## src/rtl/control_code_gen.sv

```systemverilog
// Control-code generator for a small accumulator/stack CPU: sequences
// FETCH/EXEC/MEM/HALT and decodes all datapath strobes from state and opcode.
module control_code_gen #(
  parameter logic [7:0] HALT_OC = 8'hFF
) (
  input  logic       clk,
  input  logic       rst,
  input  logic [7:0] OC,
  input  logic       FL,
  output logic       L_IR,
  output logic       I_PC,
  output logic       L_PC,
  output logic       S11,
  output logic       S10,
  output logic [1:0] enab,
  output logic [1:0] mux_sel,
  output logic       S_AL,
  output logic [3:0] S_AF,
  output logic       sel_a,
  output logic       sel_b,
  output logic       RD,
  output logic       WR,
  output logic       S2,
  output logic       S5,
  output logic [1:0] rw,
  output logic       halted,
  output logic [7:0] instr_cnt
);

  typedef enum logic [1:0] {
    FETCH = 2'b00,
    EXEC  = 2'b01,
    MEM   = 2'b10,
    HALT  = 2'b11
  } state_t;

  typedef struct packed {
    logic       l_ir;
    logic       i_pc;
    logic       l_pc;
    logic       s11;
    logic       s10;
    logic [1:0] enab;
    logic [1:0] mux_sel;
    logic       s_al;
    logic [3:0] s_af;
    logic       sel_a;
    logic       sel_b;
    logic       rd;
    logic       wr;
    logic       s2;
    logic       s5;
    logic [1:0] rw;
    logic       halted;
  } ctrl_t;

  state_t     state_q, state_d;
  logic [7:0] instr_cnt_q, instr_cnt_d;
  logic [3:0] cls_s;
  logic       retire_s;
  ctrl_t      ctrl_s;
  ctrl_t      ctrl_o_s;

  assign cls_s = OC[7:4];

  // Next-state, retire pulse and strobe decode from state and opcode class
  always_comb begin
    state_d  = state_q;
    retire_s = 1'b0;
    ctrl_s   = '0;
    case (state_q)
      FETCH: begin
        ctrl_s.l_ir = 1'b1;
        ctrl_s.i_pc = 1'b1;
        state_d     = EXEC;
      end
      EXEC: begin
        case (cls_s)
          4'hA: begin
            ctrl_s.rd = 1'b1;
            ctrl_s.s2 = 1'b0;
            state_d   = MEM;
          end
          4'hB: begin
            ctrl_s.wr = 1'b1;
            ctrl_s.s2 = 1'b0;
            ctrl_s.s5 = 1'b0;
            state_d   = FETCH;
            retire_s  = 1'b1;
          end
          4'hC: begin
            if (FL) begin
              ctrl_s.l_pc = 1'b1;
              ctrl_s.s11  = 1'b0;
              ctrl_s.s10  = 1'b0;
            end else begin
              ctrl_s.l_pc = 1'b0;
            end
            state_d  = FETCH;
            retire_s = 1'b1;
          end
          4'hD: begin
            ctrl_s.wr = 1'b1;
            ctrl_s.s2 = 1'b1;
            ctrl_s.s5 = 1'b1;
            ctrl_s.rw = 2'b01;
            state_d   = MEM;
          end
          4'hE: begin
            ctrl_s.rd = 1'b1;
            ctrl_s.s2 = 1'b1;
            state_d   = MEM;
          end
          4'hF: begin
            if (OC == HALT_OC) begin
              state_d = HALT;
            end else begin
              state_d = FETCH;
            end
            retire_s = 1'b1;
          end
          default: begin
            // Classes 0x0-0x9: the class doubles as the ALU function code
            ctrl_s.s_af    = cls_s;
            ctrl_s.sel_a   = OC[3];
            ctrl_s.sel_b   = OC[2];
            ctrl_s.s_al    = 1'b1;
            ctrl_s.enab    = 2'b01;
            ctrl_s.mux_sel = 2'b00;
            state_d        = FETCH;
            retire_s       = 1'b1;
          end
        endcase
      end
      MEM: begin
        state_d = FETCH;
        case (cls_s)
          4'hA: begin
            ctrl_s.rd      = 1'b1;
            ctrl_s.s2      = 1'b0;
            ctrl_s.enab    = 2'b01;
            ctrl_s.mux_sel = 2'b01;
            retire_s       = 1'b1;
          end
          4'hD: begin
            ctrl_s.l_pc = 1'b1;
            ctrl_s.s11  = 1'b0;
            ctrl_s.s10  = 1'b0;
            retire_s    = 1'b1;
          end
          4'hE: begin
            ctrl_s.rd   = 1'b1;
            ctrl_s.s2   = 1'b1;
            ctrl_s.l_pc = 1'b1;
            ctrl_s.s11  = 1'b1;
            ctrl_s.s10  = 1'b0;
            ctrl_s.rw   = 2'b10;
            retire_s    = 1'b1;
          end
          default: begin
            retire_s = 1'b0;
          end
        endcase
      end
      HALT: begin
        ctrl_s.halted = 1'b1;
        state_d       = HALT;
      end
      default: begin
        state_d = FETCH;
      end
    endcase
  end

  // Retired-instruction counter next value, wrapping naturally at 8 bits
  always_comb begin
    if (retire_s) begin
      instr_cnt_d = instr_cnt_q + 8'd1;
    end else begin
      instr_cnt_d = instr_cnt_q;
    end
  end

  // State and counter registers with synchronous reset
  always_ff @(posedge clk) begin
    if (rst) begin
      state_q     <= FETCH;
      instr_cnt_q <= 8'h00;
    end else begin
      state_q     <= state_d;
      instr_cnt_q <= instr_cnt_d;
    end
  end

  // rst silences every output in the same cycle, so an aborted MEM writes nothing
  always_comb begin
    if (rst) begin
      ctrl_o_s = '0;
    end else begin
      ctrl_o_s = ctrl_s;
    end
  end

  assign L_IR      = ctrl_o_s.l_ir;
  assign I_PC      = ctrl_o_s.i_pc;
  assign L_PC      = ctrl_o_s.l_pc;
  assign S11       = ctrl_o_s.s11;
  assign S10       = ctrl_o_s.s10;
  assign enab      = ctrl_o_s.enab;
  assign mux_sel   = ctrl_o_s.mux_sel;
  assign S_AL      = ctrl_o_s.s_al;
  assign S_AF      = ctrl_o_s.s_af;
  assign sel_a     = ctrl_o_s.sel_a;
  assign sel_b     = ctrl_o_s.sel_b;
  assign RD        = ctrl_o_s.rd;
  assign WR        = ctrl_o_s.wr;
  assign S2        = ctrl_o_s.s2;
  assign S5        = ctrl_o_s.s5;
  assign rw        = ctrl_o_s.rw;
  assign halted    = ctrl_o_s.halted;
  assign instr_cnt = rst ? 8'h00 : instr_cnt_q;

endmodule

```

## config.mk

```make
export PLATFORM = sky130hd
export DESIGN_NAME = control_code_gen
export DESIGN_NICKNAME = d
export VERILOG_FILES = /design/src/rtl/control_code_gen.sv
export SDC_FILE = /design/constraint.sdc
export NUM_CORES = 1
export LEC_CHECK = 0
export BUFFER_PORTS_ARGS = -buffer_cell sky130_fd_sc_hd__clkbuf_2
export CELL_PAD_IN_SITES_DETAIL_PLACEMENT = 0
export CELL_PAD_IN_SITES_GLOBAL_PLACEMENT = 1
export CORE_MARGIN = 10
export CORE_UTILIZATION = 35
export CTS_CLUSTER_DIAMETER = 50
export DETAILED_ROUTE_END_ITERATION = 6
export GPL_TIMING_DRIVEN = 0
export HOLD_SLACK_MARGIN = 0.1
export PLACE_DENSITY = 0.86
export SLEW_MARGIN = 10
export SYNTH_ARGS = -nofsm -noshare
export SYNTH_HDL_FRONTEND = slang
export SYNTH_SLANG_ARGS = --single-unit
```

## constraint.sdc

```tcl
create_clock -name clk -period 2.9 [get_ports clk]
set_input_delay 0.145 -clock clk [delete_from_list [all_inputs] [get_ports clk]]
set_output_delay 0.145 -clock clk [all_outputs]
set_load 0.01 [all_outputs]
```

==> results of run 1 <==
[through the flow]
| step | area (um^2) | hold WS (ns) | worst slack [ns] |
|---|---|---|---|
| after global placement | 1170 | 0.514 | 1.06 |
| after detailed placement | 1170 | 0.525 | 1.01 |
| after CTS | 1210 | 0.232 | 1.01 |
| after global routing | 1210 | 0.264 | 0.899 |
| final | 1210 | 0.227 | 1.02 |
| after floorplan | 957 | 0.341 | 1.19 |
[state kept, by name, summed over array words and instances, names as in the netlist]
register / flops
instr_cnt_q: 8
state_q: 2
[power groups by stage]
stage	Sequential, uW	Combinational, uW	Clock [uW]
3_5_place_dp	149	96.4	0
2_1_floorplan	148	67.9	0
4_1_cts	145	96.6	134
3_3_place_gp	148	94.0	0
5_1_grt	146	108	137
6_report	146	95.6	132
[worst max-delay path, stage by stage (launching register included)]
cell,delay [ns]
dfxtp_1,0.36
inv_1,0.09
ha_1,0.29
nand4bb_1,0.23
o221ai_2,0.35
nor3_1,0.12
mux2_1,0.33
[cells in the final DEF, fill, tap and decap left out, types with 4 or more instances in the layout]
cell type / synthesis / routed
nand3_1: 4 / 4
dfxtp_1: 10 / 10
nand2b_1: 4 / 4
nor2_1: 13 / 13
ha_1: 6 / 6
nor2b_1: 13 / 13
buf_4: 5 / 5
inv_1: 5 / 5
buf_2: 4 / 4
and2_1: 8 / 8
clkbuf_2: 0 / 36
nor3_1: 9 / 9
a21oi_1: 5 / 5
mux2_1: 6 / 6
[kinds of logic after synthesis]
group / synth area share, %
AO/OA/AOI/OAI: 10.4
flip-flops: 21.1
XOR/XNOR: 0.922
adder cells (fa/ha/maj): 7.90
buffers and inverters: 10.0
multiplexers: 9.49
other: 0.395
AND/OR/NAND/NOR: 39.8
[how the worst min path moves through the flow]
stage / start / end / slack, ns
final: OC[7] / state_q[1] / 0.23
after global routing: OC[7] / state_q[1] / 0.26
after CTS: OC[7] / state_q[1] / 0.23
after detailed placement: OC[7] / state_q[1] / 0.52
after global placement: OC[7] / state_q[1] / 0.51
after floorplan: rst / instr_cnt[2] / 0.34
[layout make-up]
class	count	area share (%)
clock buffer	4	3.00
timing repair buffer	36	14.9
tap	30	3.10
sequential	10	16.5
multi-input combinational	97	54.6
inverter	7	2.17
buffer	12	5.68
[per-layer routing]
metal	track usage [%]	vias up	part of all wire, %
met2	17.5	25	51
met3	3.95	4	7.8
met5	0	-	0
met4	3.23	0	1.1
li1	-	500	-
met1	10.4	467	40
==> impl_metrics.env, run 1 <==
export IMPL_status="complete, no violations"
export IMPL_gp_congestion=0.829
export IMPL_grt_max_degree=11
export IMPL_syn_area_per_cell_um2=7.66
export IMPL_ir_drop_mv=0.278
export IMPL_synth_edf_count=0
export IMPL_period_needed_ns=1.88
export IMPL_vias=996
export IMPL_finalMaxSlewViolations=0
export IMPL_clk_pin_slew_ns=0.07
export IMPL_cts_sinks=10
export IMPL_synth_largest_area_cell="dfxtp_1"
export IMPL_insertedDiodeCount=0
export IMPL_tightest_slew_ns=0.510
export IMPL_r2r_slack_ns=1.02
export IMPL_worstSetupStartpoint="state_q[0]"
export IMPL_fp_dieH_um=72.1
export IMPL_ys_ff_latch=10
export IMPL_yosys_warnings=0
export IMPL_design_core_area_um2=2520
export IMPL_netlist_area_um2=950
export IMPL_ys_top_cells_by_area="dfxtp_1 (21%), nor2b_1 (8.6%), ha_1 (7.9%), mux2_1 (7.1%), and2_1 (5.3%)"
export IMPL_worstSetupPathType="register to register"
export IMPL_postCtsSetupRepairBufs=0
export IMPL_cap_violations=0
export IMPL_antenna_found_initial=0
export IMPL_sw_frac_of_total_pct=30.3
export IMPL_power_total_uw=373
export IMPL_grt_pass1_wl_mm=4.37
export IMPL_holdBufCountCts=0
export IMPL_worstPathRequired_ns=3.07
export IMPL_timing_fmax_ghz=0.531
export IMPL_synth_cells=124
export IMPL_initial_core_util_pct=37.6
export IMPL_synthArstFlopShare_pct=0
export IMPL_power_frac_clock_pct=35.3
export IMPL_clock_path_buffers=2
export IMPL_post_cts_resized=0
export IMPL_dr_pass1_iters=4
export IMPL_dp_cells=192
export IMPL_regArea_um2=200
export IMPL_rows=18
export IMPL_synthToLayoutAreaGrowth_pct=27.5
export IMPL_nFillCells=256
export IMPL_cts_root_buf="clkbuf_4"
export IMPL_finalWirelength_mm=2.58
export IMPL_hold_depth=3
export IMPL_detail_route_vias_per_cell=5.08
export IMPL_relSlewSlack_pct=65.9
export IMPL_synth_distinct_cells=36
export IMPL_fin_skew_ns=0.00124
export IMPL_final_cells=196
export IMPL_nNetsFinal=184
export IMPL_power_leakage_uw=0.000597
export IMPL_ctsHtreeMaxLevel=1
export IMPL_r2r_start="state_q[0]"
export IMPL_timing_reg2reg_worst_path_depth=6
export IMPL_remaining_drc_errors=0
export IMPL_ant_nets=0
export IMPL_end_kind="register"
export IMPL_portBuffers=36
export IMPL_hold_violations=0
export IMPL_ios=42
export IMPL_place_hpwl_mm=2.13
export IMPL_r2r_end="instr_cnt_q[7]"
export IMPL_grt_setup_unrepaired="no"
export IMPL_worstHoldPathType="input pin to register"
export IMPL_ys_flop_type="dfxtp_1"
export IMPL_synth_top_cell_area_share_pct=21.1
export IMPL_powerDensity_nw_per_um2=308
export IMPL_seq_power_share_pct=39.0
export IMPL_p_int_uw=260
export IMPL_critPathLaunchType="register"
export IMPL_cp_endpoint="instr_cnt_q[7]"
export IMPL_synth_common_cells="nor2_1 (13), nor2b_1 (13), dfxtp_1 (10)"
export IMPL_die_w_um=72.1
export IMPL_multiInputGateArea_um2=662
export IMPL_drive_above_1_share_pct=33.7
export IMPL_wl_per_cell_um=13.1
export IMPL_first_global_vias=955
export IMPL_finalSetupViolCount=0
export IMPL_grt_overflow_total=0
export IMPL_final_util_pct=48.0
export IMPL_die_area_um2=5200
export IMPL_switchingPower_uw=113
export IMPL_critical_path_peak_fanout=7
export IMPL_setup_tns_ns=0
export IMPL_cts_buffers=3
export IMPL_grt_usage_pct=9.90
export IMPL_clk_latency_ns=0.28
export IMPL_ys_seq_area_share_pct=21.1
export IMPL_period_share_pct=64.9
export IMPL_cts_tree="done"
export IMPL_p_comb_share_pct=25.7
export IMPL_arrival_ns=2.05
export IMPL_drt_iter0_markers=55
Note: power is estimated with default switching activity, not from simulation.
==> inputs of run 2 (changes only) <==
CORE_UTILIZATION = 32   (was 35)
PLACE_DENSITY = 0.8   (was 0.86)
clock period = 1.75 ns   (was 2.9 ns; I/O delays follow)
==> run 2 against run 1 <==
  * Die area increased by 6.7%
  * Global-route usage increased by 0.28 points
  * Fmax increased by 7.6%
  * Flip-flop and latch count unchanged
  * Register-to-register slack got worse by 1.0 ns
  * Largest power group unchanged
  * Highest routed layer unchanged
==> impl_metrics.env, run 2 (synthesis gave the netlist of run 1 again) <==
export IMPL_vias=1037
export IMPL_met3_usage_pct=3.72
export IMPL_hp_start="OC[7]"
export IMPL_cts_root_buf="clkbuf_4"
export IMPL_timing_reg2reg_worst_path_depth=8
export IMPL_fin_skew_ns=0.00268
export IMPL_portBuffers=36
export IMPL_period_share_pct=99.9
export IMPL_detail_route_vias_per_cell=5.11
export IMPL_grt_usage_pct=10.2
export IMPL_cts_buffers=3
export IMPL_hold_violations=0
export IMPL_ant_nets=0
export IMPL_design_core_area_um2=2810
export IMPL_dr_pass1_iters=4
export IMPL_largest_reg_flops=8
export IMPL_finalMaxSlewViolations=0
export IMPL_finalWirelength_mm=2.94
export IMPL_r2r_end="instr_cnt_q[2]"
export IMPL_largest_register="instr_cnt_q"
export IMPL_hold_path_end="state_q[1]"
export IMPL_ios=42
export IMPL_clock_path_buffers=2
export IMPL_initial_core_util_pct=33.9
export IMPL_place_hpwl_mm=2.19
export IMPL_drt_iter0_markers=87
export IMPL_rows=19
export IMPL_holdBufCountCts=0
export IMPL_grt_busiest_layer="met2"
export IMPL_timing_fmax_ghz=0.572
export IMPL_first_global_vias=1039
export IMPL_grt_setup_unrepaired="yes"
export IMPL_clk_latency_ns=0.27
export IMPL_clk_pin_slew_ns=0.07
export IMPL_cap_violations=0
export IMPL_ctsHtreeMaxLevel=1
export IMPL_worstHoldPathType="input pin to register"
export IMPL_insertedDiodeCount=0
export IMPL_final_cell_mix="clkbuf_2 (36), nor2b_1 (13), nor2_1 (12)"
export IMPL_antenna_found_initial=0
export IMPL_final_util_pct=49.9
export IMPL_worstSetupPathType="register to register"
export IMPL_finalSetupViolCount=0
export IMPL_die_w_um=74.5
export IMPL_reg_top3="instr_cnt_q x8, state_q x2"
export IMPL_grt_overflow_total=0
export IMPL_cts_sinks=10
export IMPL_fin_hold_ws_ns=0.188
export IMPL_fp_dieH_um=74.5
export IMPL_r2r_slack_ns=0.001
export IMPL_critPathLaunchType="register"
export IMPL_gr_usage_met1_pct=10.6
export IMPL_status="complete, no violations"
export IMPL_synthToLayoutAreaGrowth_pct=47.3
export IMPL_grt_max_degree=11
export IMPL_powerDensity_nw_per_um2=476
export IMPL_remaining_drc_errors=0
export IMPL_critical_path_peak_fanout=7
export IMPL_ir_drop_mv=0.426
export IMPL_layout_commonest_cell="clkbuf_2"
export IMPL_power_leakage_uw=0.000643
export IMPL_period_needed_ns=1.75
export IMPL_gp_congestion=0.798
export IMPL_wl_per_cell_um=14.5
export IMPL_hold_depth=3
export IMPL_cts_tree="done"
export IMPL_worstPathRequired_ns=1.91
export IMPL_end_kind="register"
export IMPL_nNetsFinal=190
export IMPL_met2_usage_pct=18.6
export IMPL_r2r_start="state_q[1]"
export IMPL_die_area_um2=5550
export IMPL_drive_above_1_share_pct=48.3
export IMPL_arrival_ns=1.91
export IMPL_grt_pass1_wl_mm=4.59
==> run 2: changes by cell type in the layout (fill, tap and decap cells not counted), sizes merged <==
cell,previous run,this run
clkbuf,42,41
buf,10,17
==> run 2: timing repair <==
item,CTS,global route
endpoints found under the setup margin,16,13
setup buffers,1,5
gates cloned,0,1
endpoints found under the hold margin,0,0
resized for setup,16,11
pin swaps,7,3
==> run 2: worst max-delay path by stage <==
stage,start,endpoint,slack [ns],cells past startpoint
after floorplan,state_q[1],instr_cnt_q[4],0.04,7
after global placement,state_q[0],instr_cnt_q[7],-0.09,6
after detailed placement,state_q[0],instr_cnt_q[4],-0.14,6
after CTS,state_q[0],instr_cnt_q[6],-0.0004,6
after global routing,state_q[1],instr_cnt_q[2],-0.04,8
final,state_q[1],instr_cnt_q[2],0.001,8
==> run 2: critical path, cell delays in order, from the launching register on <==
cell and delay [ns]:
dfxtp_2 0.35, inv_2 0.06, ha_4 0.16, buf_6 0.12, or3_4 0.34, o41ai_4 0.06, buf_6 0.19, nor3_2 0.06
mux2_4 0.29
==> run 2: power by group <==
| part | total (uW) | internal [uW] | leakage, uW | switching (uW) |
|---|---|---|---|---|
| sequential | 243 | 236 | 0.0000819 | 7.14 |
| clock | 213 | 126 | 0.0000210 | 87.0 |
| combinational | 209 | 98.8 | 0.000540 | 110 |
| total | 665 | 461 | 0.000643 | 204 |
==> run 2: final cells by class <==
cell class	count	area, um^2
well taps	31	38.8
plain buffers	11	71.3
flip-flops and latches	10	203
clock buffers	4	36.3
fillers	289	1410
multi-input cells	97	777
repair buffers	43	246
inverters	7	26.3
==> run 2: metrics by stage <==
| step | setup WS [ns] | setup TNS [ns] | std cells | total power [uW] | instance area [um^2] |
|---|---|---|---|---|---|
| final | 0.00113 | 0 | 203 | 665 | 1400 |
| after global routing | -0.0353 | -0.207 | 203 | 712 | 1400 |
| after CTS | -0.000389 | -0.000389 | 197 | 638 | 1300 |
| after detailed placement | -0.144 | -0.985 | 193 | 406 | 1180 |
| after global placement | -0.0947 | -0.609 | 193 | 402 | 1180 |
| after floorplan | 0.0398 | 0 | 126 | 358 | 957 |
==> run 2: per-layer routing <==
layer | part of all wire [%] | routed length (um)
met1 | 38 | 1110
met2 | 52 | 1530
met3 | 9.5 | 279
met4 | 0.92 | 27
met5 | 0 | 0
